<file path="config.mk">
export PLATFORM = sky130hd
export DESIGN_NAME = axil_wdata_fifo
export DESIGN_NICKNAME = d
export VERILOG_FILES = /design/src/rtl/axil_pkg.sv /design/src/rtl/axil_sync_fifo.sv /design/src/rtl/axil_wdata_fifo.sv
export SDC_FILE = /design/constraint.sdc
export NUM_CORES = 1
export LEC_CHECK = 0
export ABC_AREA = 1
export BUFFER_PORTS_ARGS = -buffer_cell sky130_fd_sc_hd__buf_2
export CORE_ASPECT_RATIO = 0.9
export CORE_MARGIN = 1
export CORE_UTILIZATION = 57
export DETAILED_ROUTE_END_ITERATION = 10
export GPL_TIMING_DRIVEN = 0
export PLACE_DENSITY = 0.81
export SETUP_SLACK_MARGIN = 0.3
export SLEW_MARGIN = 40
export SYNTH_ARGS = -nofsm -noshare
export SYNTH_HDL_FRONTEND = slang
export SYNTH_SLANG_ARGS = --single-unit
</file>
<file path="constraint.sdc">
create_clock -name ACLK -period 3.4 [get_ports ACLK]
set_input_delay 0.68 -clock ACLK [delete_from_list [all_inputs] [get_ports ACLK]]
set_output_delay 0.68 -clock ACLK [all_outputs]
set_load 0.01 [all_outputs]
</file>
<file path="src/rtl/axil_pkg.sv">
// Shared AXI4-Lite helpers for the W-channel buffer (and the future R-channel
// block): strobe-width helper, byte-masking function, NULL counter width.
// Contents:
//   MAX_DATA_W / MAX_STRB_W : widest supported data path (64 bits / 8 strobes)
//   NULL_CNT_W              : width of the zero-strobe beat counter
//   STRB_W(dw)              : number of byte strobes for a data width
//   mask_bytes(d, s, zm)    : per-byte strobe masking at the widest data path
package axil_pkg;

    localparam int MAX_DATA_W = 64;
    localparam int MAX_STRB_W = MAX_DATA_W / 8;
    localparam int NULL_CNT_W = 8;

    function automatic int STRB_W(input int data_width);
        return data_width / 8;
    endfunction

    // Works at the widest data path; callers zero-extend their inputs and
    // truncate the result to their own width. Each byte is independent.
    function automatic logic [MAX_DATA_W-1:0] mask_bytes(
        input logic [MAX_DATA_W-1:0] data,
        input logic [MAX_STRB_W-1:0] strb,
        input logic                  zero_masked
    );
        logic [MAX_DATA_W-1:0] res;
        for (int i = 0; i < MAX_STRB_W; i++) begin
            res[8*i +: 8] = (strb[i] || !zero_masked) ? data[8*i +: 8] : 8'h00;
        end
        return res;
    endfunction

endpackage

</file>
<file path="src/rtl/axil_sync_fifo.sv">
// Generic DEPTH x WIDTH synchronous FIFO with registered flags.
// Ports:
//   i_clk, i_rst      : clock, asynchronous active-high reset
//   i_push, i_data    : write request (ignored when full) and write data
//   i_pop             : read request (ignored when empty)
//   o_data            : entry at the read pointer
//   o_not_full        : registered (count < DEPTH), 0 while in reset
//   o_not_empty       : registered (count != 0)
//   o_count           : occupancy 0..DEPTH
// Storage is not reset; only pointers, count and flags are.
module axil_sync_fifo #(
    parameter int WIDTH = 36,
    parameter int DEPTH = 4
) (
    input  logic                   i_clk,
    input  logic                   i_rst,
    input  logic                   i_push,
    input  logic [WIDTH-1:0]       i_data,
    input  logic                   i_pop,
    output logic [WIDTH-1:0]       o_data,
    output logic                   o_not_full,
    output logic                   o_not_empty,
    output logic [$clog2(DEPTH):0] o_count
);
    localparam int PTR_W = $clog2(DEPTH);
    localparam int CNT_W = PTR_W + 1;
    localparam logic [CNT_W-1:0] DEPTH_C = CNT_W'(DEPTH);

    logic [WIDTH-1:0] r_mem [DEPTH];
    logic [PTR_W-1:0] r_wr_ptr;
    logic [PTR_W-1:0] r_rd_ptr;
    logic [CNT_W-1:0] r_count;
    logic [CNT_W-1:0] w_count_next;
    logic             r_not_full;
    logic             r_not_empty;
    logic             w_push;
    logic             w_pop;

    assign w_push = i_push && r_not_full;
    assign w_pop  = i_pop && r_not_empty;

    always_comb begin
        w_count_next = r_count;
        case ({w_push, w_pop})
            2'b10:   w_count_next = r_count + CNT_W'(1);
            2'b01:   w_count_next = r_count - CNT_W'(1);
            default: w_count_next = r_count;
        endcase
    end

    // Flags are derived from the next count so they are registered yet
    // exact in the cycle after every push/pop.
    always_ff @(posedge i_clk or posedge i_rst) begin
        if (i_rst) begin
            r_wr_ptr    <= '0;
            r_rd_ptr    <= '0;
            r_count     <= '0;
            r_not_full  <= 1'b0;
            r_not_empty <= 1'b0;
        end else begin
            if (w_push) r_wr_ptr <= r_wr_ptr + PTR_W'(1);
            if (w_pop)  r_rd_ptr <= r_rd_ptr + PTR_W'(1);
            r_count     <= w_count_next;
            r_not_full  <= (w_count_next < DEPTH_C);
            r_not_empty <= (w_count_next != '0);
        end
    end

    always_ff @(posedge i_clk) begin
        if (w_push) r_mem[r_wr_ptr] <= i_data;
    end

    assign o_data      = r_mem[r_rd_ptr];
    assign o_not_full  = r_not_full;
    assign o_not_empty = r_not_empty;
    assign o_count     = r_count;

endmodule

</file>
<file path="src/rtl/axil_wdata_fifo.sv">
// AXI4-Lite W-channel buffer: masks write data by WSTRB, queues beats in a
// DEPTH-entry FIFO, and counts zero-strobe beats for debug.
// Ports:
//   ACLK, ARESET                    : clock, asynchronous active-high reset
//   S_WVALID/S_WREADY/S_WDATA/S_WSTRB : upstream W beat
//   M_WVALID/M_WREADY/M_WDATA/M_WSTRB : downstream W beat (head of FIFO)
//   LEVEL                           : FIFO occupancy 0..DEPTH
//   NULL_CNT, NULL_CLR              : saturating zero-strobe beat count, clear
module axil_wdata_fifo
    import axil_pkg::*;
#(
    parameter int DATA_WIDTH  = 32,
    parameter int DEPTH       = 4,
    parameter bit ZERO_MASKED = 1'b1
) (
    input  logic                          ACLK,
    input  logic                          ARESET,
    input  logic                          S_WVALID,
    output logic                          S_WREADY,
    input  logic [DATA_WIDTH-1:0]         S_WDATA,
    input  logic [STRB_W(DATA_WIDTH)-1:0] S_WSTRB,
    output logic                          M_WVALID,
    input  logic                          M_WREADY,
    output logic [DATA_WIDTH-1:0]         M_WDATA,
    output logic [STRB_W(DATA_WIDTH)-1:0] M_WSTRB,
    output logic [$clog2(DEPTH):0]        LEVEL,
    output logic [NULL_CNT_W-1:0]         NULL_CNT,
    input  logic                          NULL_CLR
);
    localparam int SW      = STRB_W(DATA_WIDTH);
    localparam int ENTRY_W = DATA_WIDTH + SW;

    logic [DATA_WIDTH-1:0] w_wdata_masked;
    logic [ENTRY_W-1:0]    w_entry_in;
    logic [ENTRY_W-1:0]    w_entry_out;
    logic                  w_not_full;
    logic                  w_not_empty;
    logic                  w_push;
    logic                  w_null_beat;
    logic [NULL_CNT_W-1:0] r_null_cnt;

    assign w_wdata_masked = DATA_WIDTH'(mask_bytes(MAX_DATA_W'(S_WDATA),
                                                   MAX_STRB_W'(S_WSTRB),
                                                   ZERO_MASKED));
    assign w_entry_in = {S_WSTRB, w_wdata_masked};

    axil_sync_fifo #(
        .WIDTH (ENTRY_W),
        .DEPTH (DEPTH)
    ) u_fifo (
        .i_clk       (ACLK),
        .i_rst       (ARESET),
        .i_push      (S_WVALID),
        .i_data      (w_entry_in),
        .i_pop       (M_WREADY),
        .o_data      (w_entry_out),
        .o_not_full  (w_not_full),
        .o_not_empty (w_not_empty),
        .o_count     (LEVEL)
    );

    assign S_WREADY = w_not_full;
    assign M_WVALID = w_not_empty;
    assign M_WDATA  = w_entry_out[DATA_WIDTH-1:0];
    assign M_WSTRB  = w_entry_out[ENTRY_W-1 -: SW];

    assign w_push      = S_WVALID && w_not_full;
    assign w_null_beat = w_push && (S_WSTRB == '0);

    // Clear has priority over a coincident increment.
    always_ff @(posedge ACLK or posedge ARESET) begin
        if (ARESET) begin
            r_null_cnt <= '0;
        end else if (NULL_CLR) begin
            r_null_cnt <= '0;
        end else if (w_null_beat && (r_null_cnt != '1)) begin
            r_null_cnt <= r_null_cnt + NULL_CNT_W'(1);
        end
    end

    assign NULL_CNT = r_null_cnt;

endmodule

</file>
Yosys cells after proc, flatten, opt, wreduce, memory -nomap -nowiden
Memories as Yosys holds them, arrays and structs flattened.
Cells that the tools add are included.
{"block": "word_totals", "register_bits": 17, "latchBits": 0, "ramBits": 144, "rom_bits": 0, "in_bits": 41, "out_inout_bits": 49, "elab_cells": 32, "mem_count": 1}
{"block": "classes", "addsub": 5, "n_mul": 0, "div_mod_pow": 0, "n_lt_le_gt_ge": 1, "n_eq_ne": 3, "shift": 0, "mux": 9, "bitwise_logic": 0, "reduce_logical": 7}
{"name": "u_fifo.r_mem", "depth": 4, "width": 36, "read_ports": 1, "rd_clocked_by_memory_dff": 0, "wr": 1, "line": "axil_sync_fifo.sv:29", "rtl": "logic [WIDTH-1:0] r_mem [DEPTH];"}
{"cell": "2-to-1 mux 8 bit", "count": 6}
{"cell": "adder 8 x 1 -> 8 bit (second input constant)", "count": 1}
{"cell": "!= test 8 bit (second input constant)", "count": 1}
{"cell": "case mux 3 bit (2 select lines)", "count": 1}
{"cell": "adder 2 x 1 -> 2 bit (second input constant)", "count": 2}
{"cell": "logical AND 1 bit", "count": 4}
{"cell": "logical NOT 4 bit", "count": 1}
{"cell": "adder 3 x 1 -> 3 bit (second input constant)", "count": 1}
{"cell": "< comparator 3 bit (second input constant)", "count": 1}
{"cell": "nonzero test 3 bit", "count": 1}
{"cell": "subtractor 3 x 1 -> 3 bit (second input constant)", "count": 1}
{"cell": "== test 2 x 1 -> 1 bit (second input constant)", "count": 1}
{"cell": "== test 2 bit (second input constant)", "count": 1}
{"cell": "2-to-1 mux 1 bit", "count": 2}
{"cell": "nonzero test 2 bit", "count": 1}

Depth between registers and ports, before layout
Gate-level depths: netlist (run 1).
{"block": "depth", "depth_word": 5, "ltp_mapped": 10, "mapped_depth_nobuf": 10}

Modules after synthesis
A second synthesis (run 1) with hierarchy kept.
{"block": "hier_totals", "cells_unflattened": 542, "area_unflattened_um2": 6675.2}
{"module": "axil_sync_fifo", "instances": 1, "cells_per_inst": 404, "area_each_um2": 5864.4, "seq_area_each_um2": 4549.4}
{"module": "axil_wdata_fifo", "instances": 1, "cells_per_inst": 138, "area_each_um2": 810.8, "seq_area_each_um2": 200.2}

Least setup slack after synthesis (run 1)
OpenSTA, ideal clock, no wires.
{"block": "synth_path", "kind": "input -> register", "startpoint": "input port S_WVALID", "endpoint": "memory u_fifo.r_mem[0][0] (enable)", "setup_time_ns": 0.429, "t_arrival_ns": 2.314, "path_slack_ns": 0.656, "stages": 2, "n_path_buf": 0, "path_cell_list": "nand2_4 -> nor2_1"}
{"block": "synth_between", "elab_chain_len": 3}
{"element": "start: declaration", "line": "axil_wdata_fifo.sv:18", "rtl": "input logic S_WVALID,"}
{"element": "logical AND 1 bit", "line": "axil_sync_fifo.sv:39", "rtl": "assign w_push = i_push && r_not_full;"}
{"element": "2-to-1 mux 1 bit", "line": "axil_sync_fifo.sv:70", "rtl": "if (w_push) r_mem[r_wr_ptr] <= i_data;"}
{"element": "2-to-1 mux 1 bit (not written as such)", "line": "axil_sync_fifo.sv:70"}
{"element": "end: declaration", "line": "axil_sync_fifo.sv:29"}
Every way passes these cells.

Worst setup path after layout (run 1)
{"block": "layout_path", "startpoint": "register u_fifo.r_rd_ptr[0]", "endpoint": "output port M_WDATA[1]"}
{"block": "layout_between", "elab_chain_len": 1}
{"element": "start: declaration", "line": "axil_sync_fifo.sv:31", "rtl": "logic [PTR_W-1:0] r_rd_ptr;"}
{"element": "start signal: assignment", "line": "axil_sync_fifo.sv:62", "rtl": "if (w_pop) r_rd_ptr <= r_rd_ptr + PTR_W'(1);"}
{"element": "memory read (4 x 36 bit)"}
{"element": "end: declaration", "line": "axil_wdata_fifo.sv:24", "rtl": "output logic [DATA_WIDTH-1:0] M_WDATA,"}
Every way passes these cells.

==> results of run 1 <==
-- critical path: stages, from the launching register on --
cell and delay [ns]:
dfrtp_1 0.38, buf_2 0.19, inv_2 0.17, buf_2 0.30
nor2_1 0.10, o22ai_1 0.26, buf_2 0.18
-- layout make-up --
| type | instances | area (um^2) |
|---|---|---|
| tap | 152 | 190.2 |
| timing repair buffer | 97 | 603.1 |
| inverter | 54 | 215.2 |
| fill | 716 | 3037 |
| buffer | 26 | 142.6 |
| sequential | 161 | 4750 |
| clock buffer | 19 | 432.9 |
| clock inverter | 13 | 143.9 |
| multi-input combinational | 287 | 1521 |
-- synth_stat cells (2+ instances only) --
cell type	count
o21ai_1	50
nor2_4	3
o21ai_0	27
edfxtp_1	144
xnor2_1	2
clkbuf_1	4
nor2_1	88
inv_1	48
a21oi_1	3
buf_2	18
nand3_4	2
xor2_1	4
buf_4	2
nand3_1	8
inv_2	5
ha_1	6
o22ai_1	36
dfrtp_1	17
buf_6	2
nand2_4	3
nand2_1	48
-- flip-flops by register name, indices dropped and copies added, names as in the netlist --
name	flops
NULL_CNT	8
u_fifo.o_count	3
u_fifo.o_not_empty	1
u_fifo.o_not_full	1
u_fifo.r_mem	144
u_fifo.r_rd_ptr	2
u_fifo.r_wr_ptr	2
-- how the worst max path moves through the flow --
| stage | start | cells past startpoint | endpoint | slack [ns] |
|---|---|---|---|---|
| 3_5_place_dp | S_WVALID | 9 | u_fifo.o_not_full$_DFF_PP0_ | 1.09 |
| 2_1_floorplan | S_WVALID | 2 | u_fifo.r_mem[0][0]$_DFFE_PP_ | 0.66 |
| 6_report | u_fifo.r_rd_ptr[0]$_DFFE_PP0P_ | 6 | M_WDATA[1] | 0.70 |
| 5_1_grt | u_fifo.r_rd_ptr[0]$_DFFE_PP0P_ | 6 | M_WDATA[7] | 0.67 |
| 4_1_cts | u_fifo.r_rd_ptr[0]$_DFFE_PP0P_ | 6 | M_WDATA[1] | 0.76 |
| 3_3_place_gp | S_WVALID | 3 | u_fifo.r_mem[3][17]$_DFFE_PP_ | -0.59 |
-- layer usage --
layer	vias up	wire, um	share of wire [%]	GRT usage [%]
met5	-	0	0	0
met4	0	269	1.9	11.22
met3	29	954	6.6	7.517
met2	196	7390	52	42.30
met1	2141	5734	40	30.91
li1	2075	-	-	-
-- power by group --
group | leakage (nW) | switching, mW | internal [mW]
sequential | 1.54 | 0.0851 | 2.47
clock | 0.277 | 0.740 | 1.14
combinational | 1.43 | 1.49 | 0.781
total | 3.25 | 2.31 | 4.39
-- cells by family (layout without fill, tap and decap cells) --
logic type      after synthesis  in the layout
compound gates              116            116
flops                       161            161
buf+inv                      80            209
simple gates                157            157
fa+ha+maj                     7              7
xor+xnor                      7              7
-- placed cells by master, fill, tap and decap left out, types with 3 or more instances in the layout --
cell type | netlist | routed
clkinv_1 | 0 | 4
edfxtp_1 | 144 | 144
nor2_1 | 88 | 84
ha_1 | 6 | 6
nand3_1 | 8 | 8
o22ai_1 | 36 | 36
clkbuf_1 | 4 | 6
nor2_4 | 3 | 7
buf_8 | 0 | 5
o21ai_0 | 27 | 27
o21ai_1 | 50 | 50
inv_2 | 5 | 5
a21oi_1 | 3 | 3
dfrtp_1 | 17 | 17
inv_1 | 48 | 48
buf_2 | 18 | 107
nand2_4 | 3 | 3
buf_16 | 0 | 3
nand2_1 | 48 | 48
clkinv_2 | 0 | 3
xor2_1 | 4 | 4
clkbuf_16 | 0 | 17
bufinv_16 | 0 | 3
==> run summary, run 1 <==
OUTCOME
-----------------------------------------------------------------------------------------------------
Status                                                                                   complete, no violations

YOSYS
-----------------------------------------------------------------------------------------------------
Leading cell types by total area after synthesis                                         edfxtp_1 (66%), dfrtp_1 (6.4%), nor2_1 (5.0%)
Share of the synthesized area in compound gates (AO/OA/AOI/OAI)                                9.480%
Seq/Total Area, Yosys                                                                          71.98%
Post-synth EDFFs                                                                                  144
Number of cells produced by synthesis                                                             528
Top-area cell type share of the netlist area                                                   65.53%
Parity-gate share of the synthesized area counting xor and xnor cells                          1.043%
Synth Area per Inst                                                                        12.50 um^2
Mux contribution to synthesized area                                                               0%
Cell Area, Synth                                                                            6599 um^2
Yosys warning count                                                                                 0
Combinational family with the most area after synthesis                                  simple AND/OR/NAND/NOR gates
Post-synthesis share of cell area spent on full adders, half adders and majority gates         1.441%
Number of library cell types mapped by synthesis                                                   29
Synthesized flop and latch total                                                                  161
Post-synthesis share of cell area spent on and, or, nand and nor gates                         10.64%
Syn_nets                                                                                          576
Share of flip-flops with an asynchronous set or reset                                          10.56%
Cell accounting for the most synthesized area                                                edfxtp_1
Commonest register cell after synthesis                                                      edfxtp_1

WORST SETUP PATH
-----------------------------------------------------------------------------------------------------
Required time reported for the critical path endpoint                                         2.72 ns
Signal arrival time at the worst endpoint                                                     2.02 ns
Crit path kind                                                                                reg2out
CP Launch Type                                                                              flip-flop
Reg-to-Reg Start                                                                         u_fifo.o_not_full$_DFF_PP0_
End of the worst register-to-register path                                               u_fifo.o_not_full$_DFF_PP0_
Slack of the worst reg-to-reg path                                                            1.49 ns
Worst-case reg-to-reg path depth                                                                    8
Top fanout value on the critical path                                                              10
Capturing element type of the critical path                                                output pin

TIMING
-----------------------------------------------------------------------------------------------------
Share of the cycle needed by the critical path after routing                                   79.33%
Highest achievable clock rate                                                               370.7 MHz
Post-Route Skew                                                                           0.008595 ns
Least setup slack across all paths after layout                                             0.7026 ns
Hold_ws                                                                                     0.3386 ns
Worst-Margin Slew                                                                           0.6765 ns
Final hold vios                                                                                     0
Count of endpoints failing setup in the final report                                                0
Number of pins exceeding their max-slew limit in the final report                                   0
Final-layout setup total negative slack                                                          0 ns
Setup repair after global routing missed its margin                                                no
Fin crit period                                                                              2.697 ns
Headroom to the max-slew limit                                                                 54.85%

DIE
-----------------------------------------------------------------------------------------------------
Number of rows in the core area                                                                    36
Initial Utilization                                                                            59.80%
I/O Pins                                                                                           90
Overall die area                                                                          12,010 um^2
Vertical die dimension                                                                       104.1 um
Width of the die                                                                             115.4 um
Std-Cell Core Area                                                                        11,040 um^2

CLOCK NETWORK
-----------------------------------------------------------------------------------------------------
Post-cts resize count                                                                               0
Maximum root-to-sink buffer count                                                                   2
H-tree level count                                                                                  4
Clock insertion delay at the later pin of the skew report                                     0.43 ns
CTS tree                                                                                         done
Clk slew on worst S/H paths                                                                   0.06 ns
Clk Tree Root Cell                                                                          clkbuf_16
Total of hold buffers inserted after clock tree synthesis                                           0
Clock net sink count                                                                              161
Number of buffers created by CTS                                                                   17
Post-CTS Setup Bufs                                                                                 0

PLACED DESIGN
-----------------------------------------------------------------------------------------------------
Placed Cells                                                                                      777
Post-DP Area                                                                                7422 um^2
Buffers on Ports                                                                                   89
Global placer's final weighted congestion                                                      0.7447
Detailed Place HPWL                                                                          9.054 mm
Worst setup slack after placement                                                            1.091 ns

FINAL LAYOUT
-----------------------------------------------------------------------------------------------------
Final-stage net count                                                                             692
Fraction of final layout cells with drive strength greater than 1                              25.42%
Post-layout instance area                                                                   7999 um^2
Number of non-filler instances in the completed layout                                            809
Area Overhead vs Synth                                                                         21.22%
Utilization after layout                                                                       72.48%
Diodes inserted                                                                                     0

PWR
-----------------------------------------------------------------------------------------------------
Worst vdd ir                                                                                0.4109 mV
Power per Cell Area                                                                      837.5 nW/um^2
Static Leak                                                                                  3.254 nW
Final total power                                                                            6.699 mW

DETAILED ROUTING
-----------------------------------------------------------------------------------------------------
Via total after detailed routing                                                                4,441
Routed length per placed instance                                                            17.74 um
Wire length after detailed routing                                                           14.35 mm
Number of iterations in the first detailed-routing pass                                             5
Detailed-route DRC error count                                                                      0
Remaining antenna violation count                                                                   0
Vias per std cell                                                                               5.489
Drt initial violations                                                                            451

GRT
-----------------------------------------------------------------------------------------------------
GRT Util Overall                                                                               25.56%
Total gr overflow                                                                                   0
Vias in the first global route                                                                  4,473
First-pass GRT wire length                                                                   22.20 mm
Initial antenna violation count                                                                     0
Maximum number of pins on one net before global-route repair                                       18

HOLD PATH
-----------------------------------------------------------------------------------------------------
Worst min path class                                                                         in2async

FLOW RUN
-----------------------------------------------------------------------------------------------------
Max-cap violations                                                                                  0

No activity file was read; power rests on OpenSTA's default activity.
==> run 2, diff against run 1 <==
--- a/config.mk
+++ b/config.mk
@@ -5,14 +5,14 @@
 export SDC_FILE = /design/constraint.sdc
 export NUM_CORES = 1
 export LEC_CHECK = 0
-export ABC_AREA = 1
+export ABC_AREA = 0
 export BUFFER_PORTS_ARGS = -buffer_cell sky130_fd_sc_hd__buf_2
 export CORE_ASPECT_RATIO = 0.9
 export CORE_MARGIN = 1
-export CORE_UTILIZATION = 57
+export CORE_UTILIZATION = 51
 export DETAILED_ROUTE_END_ITERATION = 10
 export GPL_TIMING_DRIVEN = 0
-export PLACE_DENSITY = 0.81
+export PLACE_DENSITY = 0.77
 export SETUP_SLACK_MARGIN = 0.3
 export SLEW_MARGIN = 40
 export SYNTH_ARGS = -nofsm -noshare
==> constraint.sdc (replaced) <==
create_clock -name ACLK -period 2.17 [get_ports ACLK]
set_input_delay 0.434 -clock ACLK [delete_from_list [all_inputs] [get_ports ACLK]]
set_output_delay 0.434 -clock ACLK [all_outputs]
set_load 0.01 [all_outputs]
==> run 2 against run 1 <==
  * The flow now finishes with violations (negative setup slack)
  * Die area grew 6.6%
  * Synthesized cell count shrank 41%
  * Combinational power grew 52%
  * First-iteration DRC count shrank 52%
  * Worst setup slack lost 0.76 ns
  * Power grew 57%
  * Cell area shrank 0.45%
  * Largest cell class unchanged
  * Routed wire length shrank 20%
  * Final cell count shrank 26%
  * Clock skew shrank 0.0015 ns
  * Largest power group unchanged
==> run summary, run 2 <==
OUTCOME
--------------------------------------------------------------------------------------
Status                                                                    complete, but fails checks
Violated checks                                                           negative setup slack

TIMING
--------------------------------------------------------------------------------------
Share of the cycle needed by the critical path after routing                    102.7%
Least setup slack across all paths after layout                            -0.05845 ns
Final hold vios                                                                      0
Number of pins exceeding their max-slew limit in the final report                    0
Highest achievable clock rate                                                448.7 MHz
Headroom to the max-slew limit                                                  54.15%
Count of endpoints failing setup in the final report                                32
Setup repair after global routing missed its margin                                yes
Hold_ws                                                                      0.1079 ns
Fin crit period                                                               2.228 ns
Final-layout setup total negative slack                                     -0.9042 ns
Post-Route Skew                                                            0.007091 ns
Worst-Margin Slew                                                            0.6870 ns

YOSYS
--------------------------------------------------------------------------------------
Cell with the most instances after synthesis                                  edfxtp_1
Cell accounting for the most synthesized area                                 edfxtp_1
Post-synth EDFFs                                                                   144
Synth Area per Inst                                                         20.39 um^2
Number of cells produced by synthesis                                              309
Synthesized flop and latch total                                                   161
Synth cell count leaders                                                  edfxtp_1 (144), mux4_2 (36), and2_1 (25)
Cell Area, Synth                                                             6300 um^2
Commonest register cell after synthesis                                       edfxtp_1
Seq/Total Area, Yosys                                                           75.39%
Number of library cell types mapped by synthesis                                    36
Top-area cell type share of the netlist area                                    68.64%
Syn_nets                                                                           357
Yosys warning count                                                                  0
Leading cell types by total area after synthesis                          edfxtp_1 (69%), mux4_2 (13%), dfrtp_1 (6.8%)
Share of flip-flops with an asynchronous set or reset                           10.56%

GRT
--------------------------------------------------------------------------------------
Total gr overflow                                                                    0
Vias in the first global route                                                   3,358
First-pass GRT wire length                                                    17.57 mm
GRT Util Overall                                                                19.16%
Maximum number of pins on one net before global-route repair                        37
Initial antenna violation count                                                      0

DIE
--------------------------------------------------------------------------------------
Number of rows in the core area                                                     38
Width of the die                                                              119.2 um
Initial Utilization                                                             52.37%
I/O Pins                                                                            90
Overall die area                                                           12,800 um^2
Std-Cell Core Area                                                         12,030 um^2
Vertical die dimension                                                        107.4 um

CLOCK NETWORK
--------------------------------------------------------------------------------------
Clk Tree Root Cell                                                           clkbuf_16
H-tree level count                                                                   4
Number of buffers created by CTS                                                    17
Maximum root-to-sink buffer count                                                    2
Total of hold buffers inserted after clock tree synthesis                            0
CTS tree                                                                          done
Clk slew on worst S/H paths                                                    0.06 ns
Clock insertion delay at the later pin of the skew report                      0.41 ns
Clock net sink count                                                               161

FINAL LAYOUT
--------------------------------------------------------------------------------------
Utilization after layout                                                        66.20%
Final-stage net count                                                              474
Total area of sequential cells                                               4751 um^2
Fraction of final layout cells with drive strength greater than 1               44.19%
Diodes inserted                                                                      0
Number of non-filler instances in the completed layout                             599
Filler cell count                                                                  810
Leading cell type in the layout, fill and taps excluded                       edfxtp_1
Register with the most flip-flops                                         u_fifo.r_mem
Multi-input gate area in the final layout                                    1536 um^2
Most frequent cells in the layout                                         edfxtp_1 (144), buf_2 (67), mux4_2 (36), and2_1 (24), buf_6 (22)
Largest register FFs                                                               144
Area Overhead vs Synth                                                          26.40%
Post-layout instance area                                                    7963 um^2

WORST SETUP PATH
--------------------------------------------------------------------------------------
Slack of the worst reg-to-reg path                                             0.38 ns
Signal arrival time at the worst endpoint                                      1.79 ns
Worst-case reg-to-reg path depth                                                     8
Required time reported for the critical path endpoint                          1.74 ns
Delay of the slowest cell on the worst path                                    0.54 ns
Reg-to-Reg Start                                                          u_fifo.o_not_full$_DFF_PP0_
Ordered list of cells on the worst path                                   buf_12 > buf_12 > mux4_2 > buf_6
Cell type with the highest occurrence count on the critical path                buf_12
Top fanout value on the critical path                                                7
End of the worst register-to-register path                                u_fifo.o_not_empty$_DFF_PP0_
Crit path kind                                                                 reg2out
CP Launch Type                                                               flip-flop
Library cell contributing the largest single delay on the critical path         mux4_2
Capturing element type of the critical path                                 output pin

DETAILED ROUTING
--------------------------------------------------------------------------------------
Drt initial violations                                                             216
Via total after detailed routing                                                 3,245
Detailed-route DRC error count                                                       0
Wire length after detailed routing                                            11.43 mm
Remaining antenna violation count                                                    0
Routed length per placed instance                                             19.09 um
Number of iterations in the first detailed-routing pass                              4
Vias per std cell                                                                5.417

PWR
--------------------------------------------------------------------------------------
Worst vdd ir                                                                 0.7303 mV
Power per Cell Area                                                       1319 nW/um^2
Static Leak                                                                   2.915 nW
Final total power                                                             10.50 mW

PLACED DESIGN
--------------------------------------------------------------------------------------
Worst setup slack after placement                                           -0.2208 ns
Placed Cells                                                                       558
Detailed Place HPWL                                                           6.593 mm
Buffers on Ports                                                                    88
Global placer's final weighted congestion                                       0.7732
Post-DP Area                                                                 6993 um^2

FLOW RUN
--------------------------------------------------------------------------------------
Max-cap violations                                                                   0

HOLD PATH
--------------------------------------------------------------------------------------
Worst min path class                                                          in2async

-- run 2: changes by cell type in the layout (fill, tap and decap cells not counted), sizes merged, moves of 3 or more --
cell	previous run	this run
o22ai	36	1
nor2	92	7
nand3	11	4
and2	0	33
mux4	0	36
and3	0	5
nor3	0	4
nand2	52	6
buf	119	102
o21ai	77	2
inv	53	7
mux2	0	3
xor2	5	2
-- run 2: layout make-up --
cell class	count	share of cell area, %
Buffer	9	1.666
Clock inverter	13	2.106
Timing Repair Buffer	98	8.988
Inverter	7	0.3300
Sequential cell	161	59.66
Clock buffer	19	5.437
Multi-Input combinational cell	132	19.30
Tap cell	160	2.514
-- run 2: power by group --
group | internal (mW) | switching, mW
registers | 3.90 | 0.143
clock network | 1.90 | 1.11
logic | 1.89 | 1.55
-- run 2: layer usage --
metal	GRT usage (%)	vias up	share of wire [%]
met5	0	-	0
met4	8.409	0	1.5
met3	5.085	15	4.6
met2	31.48	86	51
met1	24.19	1668	43
li1	-	1476	-
-- run 2: how the worst max path moves through the flow --
| stage | startpoint | end | slack [ns] |
|---|---|---|---|
| final | u_fifo.r_rd_ptr[0]$_DFFE_PP0P_ | M_WSTRB[1] | -0.06 |
| after detailed placement | u_fifo.r_rd_ptr[1]$_DFFE_PP0P_ | M_WDATA[27] | -0.22 |
| after floorplan | u_fifo.r_wr_ptr[0]$_DFFE_PP0P_ | u_fifo.r_mem[3][0]$_DFFE_PP_ | 0.32 |
| after global routing | u_fifo.r_rd_ptr[0]$_DFFE_PP0P_ | M_WDATA[12] | -0.11 |
| after global placement | S_WVALID | u_fifo.r_mem[3][20]$_DFFE_PP_ | -0.32 |
| after CTS | u_fifo.r_rd_ptr[0]$_DFFE_PP0P_ | M_WDATA[27] | -0.07 |
-- run 2: logic make-up after synthesis --
family / count (synthesis) / share of synthesized area, %
AOI/OAI and AO/OA: 9 / 0.7746
and+or+nand+nor: 69 / 6.694
muxes: 41 / 13.72
xor gates and xnor gates: 6 / 0.8342
buffers and inverters: 16 / 1.073
adders and majority gates: 7 / 1.509
DFF: 161 / 75.39
-- run 2: timing repair --
| item | CTS | global route |
|---|---|---|
| buffers inserted | 5 | 1 |
| setup endpoints to repair | 39 | 38 |
| pin swaps | 1 | 2 |
| cloned | 2 | 1 |
| endpoints found under the hold margin | 0 | 0 |
| gates resized for setup | 43 | 11 |
-- run 2: worst max-delay path, delay by kind of cell, from the launching register on --
kind | cells | cell delay, ns
muxes | 1 | 0.54
buffers and inverters | 3 | 0.44
DFF | 1 | 0.39
==> run 3, diff against run 2 <==
--- a/config.mk
+++ b/config.mk
@@ -14,6 +14,7 @@
 export GPL_TIMING_DRIVEN = 0
 export PLACE_DENSITY = 0.77
 export SETUP_SLACK_MARGIN = 0.3
+export SKIP_CTS_REPAIR_TIMING = 1
 export SLEW_MARGIN = 40
 export SYNTH_ARGS = -nofsm -noshare
 export SYNTH_HDL_FRONTEND = slang
==> run 3 against run 2 <==
  * The flow still finishes with violations (negative setup slack)
  * Sequential power hardly changed
  * Global-route usage is 0.40 points lower
  * Count of clock-buffer cells in the layout stayed put
  * Routed wire length is 0.42% higher
  * Sequential cell count stayed put
  * Via count is 0.80% lower
  * Worst setup slack worse by 0.026 ns
  * Power is 0.36% higher
  * Non-clock buffer count is 6 higher
  * Hold slack worse by 0.0029 ns
==> run summary, run 3 (synthesized netlist as in run 2, its figures left out) <==
OUTCOME
--------------------------------------------------------------------------------------
Status                                                                    complete, but fails checks
Violated checks                                                           negative setup slack

DIE
--------------------------------------------------------------------------------------
Initial Utilization                                                             52.37%
Std-Cell Core Area                                                         12,030 um^2
I/O Pins                                                                            90
Number of rows in the core area                                                     38
Overall die area                                                           12,800 um^2
Width of the die                                                              119.2 um
Vertical die dimension                                                        107.4 um

FINAL LAYOUT
--------------------------------------------------------------------------------------
Largest register FFs                                                               144
Total area of sequential cells                                               4752 um^2
Leading cell type in the layout, fill and taps excluded                       edfxtp_1
Utilization after layout                                                        66.49%
Diodes inserted                                                                      0
Area Overhead vs Synth                                                          26.95%
Register with the most flip-flops                                         u_fifo.r_mem
Multi-input gate area in the final layout                                    1539 um^2
Filler cell count                                                                  802
Final-stage net count                                                              480
Fraction of final layout cells with drive strength greater than 1               45.39%
Most frequent cells in the layout                                         edfxtp_1 (144), buf_2 (69), mux4_2 (36), buf_6 (25), and2_1 (24)

TIMING
--------------------------------------------------------------------------------------
Headroom to the max-slew limit                                                  54.97%
Share of the cycle needed by the critical path after routing                    103.9%
Final hold vios                                                                      0
Highest achievable clock rate                                                443.6 MHz
Setup repair after global routing missed its margin                                yes
Number of pins exceeding their max-slew limit in the final report                    0
Count of endpoints failing setup in the final report                                30
Least setup slack across all paths after layout                            -0.08415 ns
Worst-Margin Slew                                                            0.6747 ns
Post-Route Skew                                                            0.009863 ns
Fin crit period                                                               2.254 ns

DETAILED ROUTING
--------------------------------------------------------------------------------------
Number of iterations in the first detailed-routing pass                              4
Routed length per placed instance                                             18.98 um
Remaining antenna violation count                                                    0
Wire length after detailed routing                                            11.48 mm
Drt initial violations                                                             188
Via total after detailed routing                                                 3,219
Vias per std cell                                                                5.321
Detailed-route DRC error count                                                       0

WORST SETUP PATH
--------------------------------------------------------------------------------------
Delay of the slowest cell on the worst path                                    0.50 ns
Buffers plus inverters on the worst setup path                                       3
CP Launch Type                                                               flip-flop
Library cell contributing the largest single delay on the critical path         mux4_2
Signal arrival time at the worst endpoint                                      1.82 ns
Top fanout value on the critical path                                                5
Crit path kind                                                                 reg2out
Required time reported for the critical path endpoint                          1.74 ns
Capturing element type of the critical path                                 output pin
Ordered list of cells on the worst path                                   buf_12 > clkbuf_16 > mux4_2 > buf_2
Top delay family on crit path                                             multiplexers

PWR
--------------------------------------------------------------------------------------
Worst vdd ir                                                                 0.7296 mV
Power per Cell Area                                                       1318 nW/um^2
Final total power                                                             10.54 mW
Static Leak                                                                   2.937 nW

CLOCK NETWORK
--------------------------------------------------------------------------------------
CTS tree                                                                          done
Number of buffers created by CTS                                                    17
Maximum root-to-sink buffer count                                                    2
Clock net sink count                                                               161
H-tree level count                                                                   4
Clk Tree Root Cell                                                           clkbuf_16
Clk slew on worst S/H paths                                                    0.06 ns
Clock insertion delay at the later pin of the skew report                      0.41 ns

GRT
--------------------------------------------------------------------------------------
Maximum number of pins on one net before global-route repair                        37
Initial antenna violation count                                                      0
Vias in the first global route                                                   3,325
First-pass GRT wire length                                                    17.26 mm
Total gr overflow                                                                    0
GRT Util Overall                                                                18.76%

PLACED DESIGN
--------------------------------------------------------------------------------------
Buffers on Ports                                                                    88
Detailed Place HPWL                                                           6.593 mm
Global placer's final weighted congestion                                       0.7732

HOLD PATH
--------------------------------------------------------------------------------------
Worst min path class                                                          in2async

FLOW RUN
--------------------------------------------------------------------------------------
Max-cap violations                                                                   0

## run 3: final cells by class
type,count,share of cell area [%]
repair buffers,104,9.668
plain buffers,9,1.330
multi-input cells,132,19.24
flip-flops and latches,161,59.42
inverters,7,0.3285
clock inverters,13,2.096
well taps,160,2.503
clock buffers,19,5.413
## run 3: worst paths after layout
check	start	end	slack (ns)	cells after the start
worst max-delay path	u_fifo.r_rd_ptr[0]$_DFFE_PP0P_	M_WDATA[19]	-0.08	4
worst min-delay path	ARESET	NULL_CNT[4]$_DFFE_PP0P_	0.10	2
worst max register to register	u_fifo.o_not_full$_DFF_PP0_	u_fifo.o_not_empty$_DFF_PP0_	0.39	8
worst min register to register	u_fifo.o_count[2]$_DFF_PP0_	u_fifo.o_not_full$_DFF_PP0_	0.52	1
max in group asynchronous	ARESET	u_fifo.r_rd_ptr[0]$_DFFE_PP0P_	1.59	2
min in group ACLK	NULL_CLR	NULL_CNT[1]$_DFFE_PP0P_	0.25	2
## run 3: routing by layer
layer	global-route usage (%)	vias to the layer above	share of wire [%]
met4	8.409	0	1.2
met1	23.24	1624	42
met3	5.297	11	5.8
met5	0	-	0
li1	-	1482	-
met2	30.98	102	51
## run 3: per-stage QoR
step | hold slack [ns] | area, um^2 | setup WS (ns) | cells | setup TNS (ns)
floorplan | 0.3601 | 6316 | 0.3173 | 309 | 0
global route | 0.1549 | 7998 | -0.1272 | 605 | -3.091
global placement | 0.5090 | 6957 | -0.3238 | 557 | -15.76
finish | 0.1049 | 7998 | -0.08415 | 605 | -1.375
CTS | 0.1258 | 7594 | -0.6606 | 590 | -18.11
detailed placement | 0.5173 | 6993 | -0.2208 | 558 | -5.146
## run 3: power by group
group | total, mW | switching [mW] | internal, mW
sequential | 4.06 | 0.160 | 3.90
combinational | 3.47 | 1.55 | 1.91
clock | 3.01 | 1.11 | 1.90
total | 10.5 | 2.82 | 7.72
